## config.mk

```make
export PLATFORM = sky130hd
export DESIGN_NAME = cache_mem_arbiter_flat
export DESIGN_NICKNAME = d
export VERILOG_FILES = /design/src/rtl/cache_pkg.sv /design/src/rtl/cache_mem_arbiter_if.sv /design/src/rtl/rr_pick2.sv /design/src/rtl/cache_mem_arbiter.sv /design/src/flat_wrapper.sv
export SDC_FILE = /design/constraint.sdc
export NUM_CORES = 1
export LEC_CHECK = 0
export BUFFER_PORTS_ARGS = -buffer_cell sky130_fd_sc_hd__buf_2
export CAP_MARGIN = 20
export CORE_AREA = 2 2 123 125
export DETAILED_ROUTE_END_ITERATION = 8
export DIE_AREA = 0 0 125 127
export PLACE_DENSITY = 0.51
export SLEW_MARGIN = 20
export SYNTH_ARGS = -nofsm -noshare
export SYNTH_HDL_FRONTEND = slang
export SYNTH_SLANG_ARGS = --single-unit
export TNS_END_PERCENT = 50
```

## constraint.sdc

```tcl
create_clock -name clk -period 5.2 [get_ports clk]
set_clock_uncertainty 0.2 [all_clocks]
set_input_delay 0.78 -clock clk [delete_from_list [all_inputs] [get_ports clk]]
set_output_delay 0.78 -clock clk [all_outputs]
set_load 0.01 [all_outputs]
```

## src/rtl/cache_pkg.sv

```systemverilog
// Shared types and constants for the two-master cache memory arbiter.
package cache_pkg;

    typedef enum logic [1:0] {
        IDLE = 2'd0,
        HOLD = 2'd1,
        WAIT = 2'd2
    } state_t;

    // Index of a requesting master: 0 = instruction cache, 1 = data cache.
    typedef logic midx_t;

    localparam int POLICY_RR    = 0;
    localparam int POLICY_FIXED = 1;

endpackage

```

## src/rtl/cache_mem_arbiter_if.sv

```systemverilog
// Bundle of both cache-side ports, the shared memory-side port and arbiter status.
interface cache_mem_arbiter_if;

    logic [31:0] m0_addr_i,  m1_addr_i;
    logic [31:0] m0_wdata_i, m1_wdata_i;
    logic        m0_we_i,    m1_we_i;
    logic        m0_req_i,   m1_req_i;
    logic [3:0]  m0_be_i,    m1_be_i;
    logic [31:0] m0_rdata_o, m1_rdata_o;
    logic        m0_gnt_o,   m1_gnt_o;
    logic        m0_rvalid_o, m1_rvalid_o;
    logic        m0_error_o, m1_error_o;

    logic [31:0] mem_addr_o;
    logic [31:0] mem_wdata_o;
    logic        mem_we_o;
    logic        mem_req_o;
    logic [3:0]  mem_be_o;
    logic [31:0] mem_rdata_i;
    logic        mem_gnt_i;
    logic        mem_rvalid_i;
    logic        mem_error_i;

    logic        owner_o;
    logic        busy_o;
    logic        timeout_o;

    // Arbiter side.
    modport slave (
        input  m0_addr_i, m1_addr_i, m0_wdata_i, m1_wdata_i, m0_we_i, m1_we_i,
               m0_req_i, m1_req_i, m0_be_i, m1_be_i,
               mem_rdata_i, mem_gnt_i, mem_rvalid_i, mem_error_i,
        output m0_rdata_o, m1_rdata_o, m0_gnt_o, m1_gnt_o,
               m0_rvalid_o, m1_rvalid_o, m0_error_o, m1_error_o,
               mem_addr_o, mem_wdata_o, mem_we_o, mem_req_o, mem_be_o,
               owner_o, busy_o, timeout_o
    );

    // Environment side: both caches plus the memory.
    modport master (
        output m0_addr_i, m1_addr_i, m0_wdata_i, m1_wdata_i, m0_we_i, m1_we_i,
               m0_req_i, m1_req_i, m0_be_i, m1_be_i,
               mem_rdata_i, mem_gnt_i, mem_rvalid_i, mem_error_i,
        input  m0_rdata_o, m1_rdata_o, m0_gnt_o, m1_gnt_o,
               m0_rvalid_o, m1_rvalid_o, m0_error_o, m1_error_o,
               mem_addr_o, mem_wdata_o, mem_we_o, mem_req_o, mem_be_o,
               owner_o, busy_o, timeout_o
    );

endinterface

```

## src/rtl/rr_pick2.sv

```systemverilog
// Combinational winner select between two requesters, round-robin or fixed priority.
module rr_pick2
    import cache_pkg::*;
#(
    parameter int POLICY = POLICY_RR
) (
    input  logic  req0,
    input  logic  req1,
    input  midx_t last,
    output logic  valid,
    output midx_t winner
);

    assign valid = req0 | req1;

    // On a tie round-robin favours whoever was not served last.
    always_comb begin
        winner = 1'b0;
        if (req0 && req1) begin
            winner = (POLICY == POLICY_FIXED) ? 1'b0 : ~last;
        end else if (req1) begin
            winner = 1'b1;
        end
    end

endmodule

```

## src/rtl/cache_mem_arbiter.sv

```systemverilog
// Shares one memory port between the I-cache (m0) and D-cache (m1), one transaction at a time.
module cache_mem_arbiter
    import cache_pkg::*;
#(
    parameter int POLICY         = POLICY_RR,
    parameter int TIMEOUT_CYCLES = 0
) (
    input  logic               clk,
    input  logic               reset,
    cache_mem_arbiter_if.slave bus
);

    localparam int CW = (TIMEOUT_CYCLES > 0) ? $clog2(TIMEOUT_CYCLES + 1) : 1;
    localparam logic [CW-1:0] CNT_MAX  = CW'(TIMEOUT_CYCLES);
    localparam logic [CW-1:0] CNT_LAST = (TIMEOUT_CYCLES > 0) ? CW'(TIMEOUT_CYCLES - 1) : '0;

    state_t        state_reg, state_next;
    midx_t         owner_reg, owner_next;
    midx_t         last_reg, last_next;
    logic [CW-1:0] cnt_reg, cnt_next;
    logic          timeout_reg, timeout_next;

    logic          pick_valid;
    midx_t         pick;
    midx_t         sel;
    logic          fwd;
    logic          owner_req;
    logic          expire;
    logic          gnt, rvalid, err;
    logic [31:0]   rdata;

    rr_pick2 #(.POLICY(POLICY)) u_pick (
        .req0   (bus.m0_req_i),
        .req1   (bus.m1_req_i),
        .last   (last_reg),
        .valid  (pick_valid),
        .winner (pick)
    );

    assign owner_req = owner_reg ? bus.m1_req_i : bus.m0_req_i;
    // cnt_reg counts completed WAIT cycles, so this fires in WAIT cycle TIMEOUT_CYCLES.
    assign expire    = (TIMEOUT_CYCLES != 0) && (cnt_reg == CNT_LAST);

    always_comb begin
        state_next   = state_reg;
        owner_next   = owner_reg;
        last_next    = last_reg;
        cnt_next     = cnt_reg;
        timeout_next = timeout_reg;
        sel          = owner_reg;
        fwd          = 1'b0;
        gnt          = 1'b0;
        rvalid       = 1'b0;
        err          = 1'b0;
        rdata        = '0;

        if (bus.mem_rvalid_i && state_reg != WAIT) begin
            timeout_next = 1'b1;
        end

        unique case (state_reg)
            IDLE: begin
                if (pick_valid) begin
                    sel        = pick;
                    fwd        = 1'b1;
                    owner_next = pick;
                    if (bus.mem_gnt_i) begin
                        gnt        = 1'b1;
                        cnt_next   = '0;
                        state_next = WAIT;
                    end else begin
                        state_next = HOLD;
                    end
                end
            end
            HOLD: begin
                // Only the locked-in owner is considered until memory grants it.
                fwd = owner_req;
                if (!owner_req) begin
                    state_next = IDLE;
                end else if (bus.mem_gnt_i) begin
                    gnt        = 1'b1;
                    cnt_next   = '0;
                    state_next = WAIT;
                end
            end
            WAIT: begin
                if (bus.mem_rvalid_i) begin
                    rvalid     = 1'b1;
                    rdata      = bus.mem_rdata_i;
                    err        = bus.mem_error_i;
                    last_next  = owner_reg;
                    state_next = IDLE;
                end else if (expire) begin
                    rvalid       = 1'b1;
                    err          = 1'b1;
                    timeout_next = 1'b1;
                    state_next   = IDLE;
                end else if (cnt_reg != CNT_MAX) begin
                    cnt_next = cnt_reg + 1'b1;
                end
            end
            default: state_next = IDLE;
        endcase
    end

    always_ff @(posedge clk) begin
        if (!reset) begin
            state_reg   <= IDLE;
            owner_reg   <= 1'b0;
            last_reg    <= 1'b1;
            cnt_reg     <= '0;
            timeout_reg <= 1'b0;
        end else begin
            state_reg   <= state_next;
            owner_reg   <= owner_next;
            last_reg    <= last_next;
            cnt_reg     <= cnt_next;
            timeout_reg <= timeout_next;
        end
    end

    assign bus.mem_req_o   = fwd;
    assign bus.mem_addr_o  = !fwd ? '0 : (sel ? bus.m1_addr_i  : bus.m0_addr_i);
    assign bus.mem_wdata_o = !fwd ? '0 : (sel ? bus.m1_wdata_i : bus.m0_wdata_i);
    assign bus.mem_we_o    = fwd & (sel ? bus.m1_we_i : bus.m0_we_i);
    assign bus.mem_be_o    = !fwd ? '0 : (sel ? bus.m1_be_i : bus.m0_be_i);

    assign bus.m0_gnt_o    = gnt    & (sel == 1'b0);
    assign bus.m1_gnt_o    = gnt    & (sel == 1'b1);
    assign bus.m0_rvalid_o = rvalid & (sel == 1'b0);
    assign bus.m1_rvalid_o = rvalid & (sel == 1'b1);
    assign bus.m0_error_o  = err    & (sel == 1'b0);
    assign bus.m1_error_o  = err    & (sel == 1'b1);
    assign bus.m0_rdata_o  = (sel == 1'b0) ? rdata : '0;
    assign bus.m1_rdata_o  = (sel == 1'b1) ? rdata : '0;

    assign bus.owner_o     = owner_reg;
    assign bus.busy_o      = (state_reg != IDLE);
    assign bus.timeout_o   = timeout_reg;

endmodule

```

## src/flat_wrapper.sv

```systemverilog
// flat-port wrapper written by rule: the top's interface ports become plain ports
module cache_mem_arbiter_flat import cache_pkg::*;
#(
    parameter int POLICY         = POLICY_RR,
    parameter int TIMEOUT_CYCLES = 0
)
  (clk, reset, bus_m0_addr_i, bus_m1_addr_i, bus_m0_wdata_i, bus_m1_wdata_i, bus_m0_we_i, bus_m1_we_i, bus_m0_req_i, bus_m1_req_i, bus_m0_be_i, bus_m1_be_i, bus_mem_rdata_i, bus_mem_gnt_i, bus_mem_rvalid_i, bus_mem_error_i, bus_m0_rdata_o, bus_m1_rdata_o, bus_m0_gnt_o, bus_m1_gnt_o, bus_m0_rvalid_o, bus_m1_rvalid_o, bus_m0_error_o, bus_m1_error_o, bus_mem_addr_o, bus_mem_wdata_o, bus_mem_we_o, bus_mem_req_o, bus_mem_be_o, bus_owner_o, bus_busy_o, bus_timeout_o);
  cache_mem_arbiter_if bus_i ();
  input  logic clk;
  input  logic reset;
  input wire logic [$bits(bus_i.m0_addr_i)-1:0] bus_m0_addr_i;
  input wire logic [$bits(bus_i.m1_addr_i)-1:0] bus_m1_addr_i;
  input wire logic [$bits(bus_i.m0_wdata_i)-1:0] bus_m0_wdata_i;
  input wire logic [$bits(bus_i.m1_wdata_i)-1:0] bus_m1_wdata_i;
  input wire logic [$bits(bus_i.m0_we_i)-1:0] bus_m0_we_i;
  input wire logic [$bits(bus_i.m1_we_i)-1:0] bus_m1_we_i;
  input wire logic [$bits(bus_i.m0_req_i)-1:0] bus_m0_req_i;
  input wire logic [$bits(bus_i.m1_req_i)-1:0] bus_m1_req_i;
  input wire logic [$bits(bus_i.m0_be_i)-1:0] bus_m0_be_i;
  input wire logic [$bits(bus_i.m1_be_i)-1:0] bus_m1_be_i;
  input wire logic [$bits(bus_i.mem_rdata_i)-1:0] bus_mem_rdata_i;
  input wire logic [$bits(bus_i.mem_gnt_i)-1:0] bus_mem_gnt_i;
  input wire logic [$bits(bus_i.mem_rvalid_i)-1:0] bus_mem_rvalid_i;
  input wire logic [$bits(bus_i.mem_error_i)-1:0] bus_mem_error_i;
  output wire logic [$bits(bus_i.m0_rdata_o)-1:0] bus_m0_rdata_o;
  output wire logic [$bits(bus_i.m1_rdata_o)-1:0] bus_m1_rdata_o;
  output wire logic [$bits(bus_i.m0_gnt_o)-1:0] bus_m0_gnt_o;
  output wire logic [$bits(bus_i.m1_gnt_o)-1:0] bus_m1_gnt_o;
  output wire logic [$bits(bus_i.m0_rvalid_o)-1:0] bus_m0_rvalid_o;
  output wire logic [$bits(bus_i.m1_rvalid_o)-1:0] bus_m1_rvalid_o;
  output wire logic [$bits(bus_i.m0_error_o)-1:0] bus_m0_error_o;
  output wire logic [$bits(bus_i.m1_error_o)-1:0] bus_m1_error_o;
  output wire logic [$bits(bus_i.mem_addr_o)-1:0] bus_mem_addr_o;
  output wire logic [$bits(bus_i.mem_wdata_o)-1:0] bus_mem_wdata_o;
  output wire logic [$bits(bus_i.mem_we_o)-1:0] bus_mem_we_o;
  output wire logic [$bits(bus_i.mem_req_o)-1:0] bus_mem_req_o;
  output wire logic [$bits(bus_i.mem_be_o)-1:0] bus_mem_be_o;
  output wire logic [$bits(bus_i.owner_o)-1:0] bus_owner_o;
  output wire logic [$bits(bus_i.busy_o)-1:0] bus_busy_o;
  output wire logic [$bits(bus_i.timeout_o)-1:0] bus_timeout_o;
  assign bus_i.m0_addr_i = bus_m0_addr_i;
  assign bus_i.m1_addr_i = bus_m1_addr_i;
  assign bus_i.m0_wdata_i = bus_m0_wdata_i;
  assign bus_i.m1_wdata_i = bus_m1_wdata_i;
  assign bus_i.m0_we_i = bus_m0_we_i;
  assign bus_i.m1_we_i = bus_m1_we_i;
  assign bus_i.m0_req_i = bus_m0_req_i;
  assign bus_i.m1_req_i = bus_m1_req_i;
  assign bus_i.m0_be_i = bus_m0_be_i;
  assign bus_i.m1_be_i = bus_m1_be_i;
  assign bus_i.mem_rdata_i = bus_mem_rdata_i;
  assign bus_i.mem_gnt_i = bus_mem_gnt_i;
  assign bus_i.mem_rvalid_i = bus_mem_rvalid_i;
  assign bus_i.mem_error_i = bus_mem_error_i;
  assign bus_m0_rdata_o = bus_i.m0_rdata_o;
  assign bus_m1_rdata_o = bus_i.m1_rdata_o;
  assign bus_m0_gnt_o = bus_i.m0_gnt_o;
  assign bus_m1_gnt_o = bus_i.m1_gnt_o;
  assign bus_m0_rvalid_o = bus_i.m0_rvalid_o;
  assign bus_m1_rvalid_o = bus_i.m1_rvalid_o;
  assign bus_m0_error_o = bus_i.m0_error_o;
  assign bus_m1_error_o = bus_i.m1_error_o;
  assign bus_mem_addr_o = bus_i.mem_addr_o;
  assign bus_mem_wdata_o = bus_i.mem_wdata_o;
  assign bus_mem_we_o = bus_i.mem_we_o;
  assign bus_mem_req_o = bus_i.mem_req_o;
  assign bus_mem_be_o = bus_i.mem_be_o;
  assign bus_owner_o = bus_i.owner_o;
  assign bus_busy_o = bus_i.busy_o;
  assign bus_timeout_o = bus_i.timeout_o;
  cache_mem_arbiter #(.POLICY(POLICY), .TIMEOUT_CYCLES(TIMEOUT_CYCLES)) u_core (.clk(clk), .reset(reset), .bus(bus_i));
endmodule
```

==> flow_metrics.env <==
export IMPL_status="finished, final reports clean"
export IMPL_post_route_period_util=0.679
export IMPL_drc=0
export IMPL_tns_ns=0
export IMPL_grtUsageTotal=0.108
export IMPL_place_ws_ns=1.69
export IMPL_chipHeight_um=127
export IMPL_largest_reg_flops=2
export IMPL_max_freq_ghz=0.283
export IMPL_die_x_um=125
export IMPL_r2r_slack_ns=3.00
export IMPL_finalSetupViolCount=0
export IMPL_start_util=0.118
export IMPL_synth_top_area_cell="nand2_1"
export IMPL_layout_setup_ws_ns=1.67
export IMPL_worst_endpoint_arrival_ns=2.55
export IMPL_slew_headroom=0.380
export IMPL_coreArea_mm2=0.0144
export IMPL_crit_top_cell="buf_2"
export IMPL_seq_power_share=0.081
export IMPL_p_int_uw=302
export IMPL_async_flop_share=0
export IMPL_clock_latency_ns=0.22
export IMPL_grt_pass1_wl_um=14700
export IMPL_gp_congestion=0.772
export IMPL_regArea_um2=100
export IMPL_clkTransAtPathRegs_ns=0.03
export IMPL_syn_to_final_growth_pct=106
export IMPL_cts_buffers=3
export IMPL_reg2reg_from="u_core.bus.owner_o"
export IMPL_switching_power_uw=254
export IMPL_finalPower_uw=556
export IMPL_first_pass_iters=6
export IMPL_endpoint_kind="output port"
export IMPL_synthDistinctLibCells=23
export IMPL_place_area_mm2=0.00341
export IMPL_ys_top_cells_by_area="nand2_1, a21oi_1, nor2_1, dfxtp_1, clkbuf_1"
export IMPL_clockBufferDepth=2
export IMPL_rsz0062_at_grt="no"
export IMPL_hp_class="flip-flop to flip-flop"
export IMPL_worst_path_stages=7
export IMPL_final_antenna_net_count=0
export IMPL_holdPathEnd="u_core.bus.timeout_o"
export IMPL_antenna_cells=0
export IMPL_fp_row_count=44
export IMPL_synthCells=377
export IMPL_die_area_mm2=0.0159
export IMPL_synth_seq_area_share=0.0590
export IMPL_fin_cells=854
export IMPL_hold_depth=1
export IMPL_dp_cells=850
export IMPL_critPathMaxStageDelay_ns=0.51
export IMPL_worstSetupPathType="primary input to output port"
export IMPL_path_cells="buf_2 -> or3b_1 -> a22oi_2 -> buf_4 -> nand2_1 -> a21oi_1 -> buf_2"
export IMPL_multiInputGateArea_mm2=0.00142
export IMPL_worstHoldStart="u_core.bus.timeout_o"
export IMPL_wirelength_um=9750
export IMPL_via_per_inst=4.03
export IMPL_tightest_slew_ns=0.931
export IMPL_drive_above_1_share=0.494
export IMPL_netlist_top_cells_count="nand2_1, a21oi_1, nor2_1"
export IMPL_drt_iter0_markers=164
export IMPL_overflow=0
export IMPL_start_kind="primary input"
export IMPL_cp_top_family="buffers and inverters"
export IMPL_swShare=0.456
export IMPL_pwr_share_clk=0.226
export IMPL_dr_total_vias=3440
export IMPL_synth_edff_count=0
export IMPL_avgSynthCellArea_um2=4.50
export IMPL_grt_pass1_vias=3114
export IMPL_io_pins=320
export IMPL_clockRootBuffer="clkbuf_16"
export IMPL_finalHoldViolCount=0
export IMPL_r2r_cells=5
export IMPL_hold_buffers=0
export IMPL_post_cts_resized=0
export IMPL_cpMaxStageDelayCell="buf_4"
export IMPL_cts_tree="done"
export IMPL_layout_nets=848
export IMPL_whs_ns=0.256
export IMPL_cp_num_buf_inv=3
export IMPL_cts_setup_buffers=0
export IMPL_report_final_slew_viol_count=0
export IMPL_yosysTopAreaCellShare=0.387
export IMPL_p_leak_nw=2.19
export IMPL_yosys_most_used_dff="dfxtp_1"
export IMPL_wire_per_inst_um=11.4
export IMPL_ys_ff_latch=5
export IMPL_min_period_ns=3.53
export IMPL_syn_nets=554
export IMPL_yosysMostFrequentCell="nand2_1"
export IMPL_dp_hpwl_um=7940
export IMPL_antenna_found_initial=1
export IMPL_maxCapViolCount=0
export IMPL_cts_sinks=5
export IMPL_cp_required_ns=4.22
export IMPL_grt_max_degree=60
export IMPL_fin_util=0.242
export IMPL_htree_num_levels=1
export IMPL_fillerInstances=1713
export IMPL_r2r_end="u_core.state_reg[1]"
export IMPL_cp_max_fo=59
export IMPL_power_frac_comb=0.693
export IMPL_fin_area_mm2=0.00349
export IMPL_irDropWorstVdd_mv=0.0957
export IMPL_powerDensity_mw_per_mm2=159
export IMPL_syn_cell_area_mm2=0.00170
export IMPL_io_buffers=319
export IMPL_yosys_warnings=0
## how the worst max path moves through the flow
| stage | from | end | slack [ns] |
|---|---|---|---|
| after floorplan | bus_m0_req_i | bus_mem_addr_o[0] | 2.23 |
| after global placement | bus_m0_req_i | bus_mem_wdata_o[3] | 1.66 |
| after detailed placement | bus_m0_req_i | bus_mem_wdata_o[3] | 1.69 |
| after CTS | bus_m0_req_i | bus_mem_wdata_o[1] | 1.68 |
| after global routing | bus_m0_req_i | bus_mem_we_o | 1.48 |
| final | bus_m0_req_i | bus_mem_wdata_o[1] | 1.67 |
## layer usage
metal  global-route usage  wire (µm)  vias to the layer above
met5                    0         11                        -
met4               0.0118         71                        2
met1                0.129       4090                     1465
met2                0.206       4750                      192
met3               0.0218        826                        8
li1                     -          -                     1773
## worst reg2reg max path, stage by stage (launching register included)
cell,delay [ns]
dfxtp_1,0.44
nand2b_1,0.14
a21oi_1,0.06
or3_2,0.81
buf_4,0.36
o21ai_1,0.13
## kinds of logic after synthesis
group / count (synthesis) / share of synthesized area
AO/OA/AOI/OAI: 77 / 0.238
buffers and inverters: 37 / 0.108
flip-flops: 5 / 0.0590
multiplexers: 1 / 0.00590
AND/OR/NAND/NOR: 257 / 0.588
## power groups by stage
stage / clock (mW) / sequential (mW) / combinational [mW]
floorplan: 0 / 0.0450 / 0.216
finish: 0.126 / 0.0448 / 0.385
CTS: 0.128 / 0.0447 / 0.390
global route: 0.131 / 0.0451 / 0.429
global placement: 0 / 0.0453 / 0.391
detailed placement: 0 / 0.0453 / 0.388
## final cells by class
| class | count | share of cell area |
|---|---|---|
| Timing Repair Buffer | 324 | 0.472 |
| Multi-Input combinational cell | 335 | 0.408 |
| Tap cell | 184 | 0.0660 |
| Sequential cell | 5 | 0.0287 |
| Clock buffer | 4 | 0.0226 |
| Inverter | 2 | 0.00215 |
## placed cells by master, fill, tap and decap left out, types with 3 or more instances in the layout
cell / netlist / layout
clkbuf_16: 0 / 3
nand2_1: 175 / 175
buf_4: 4 / 4
a21oi_1: 71 / 71
buf_2: 12 / 319
nor2_1: 71 / 71
dfxtp_1: 5 / 5
Power figures use the tool's default switching activity.
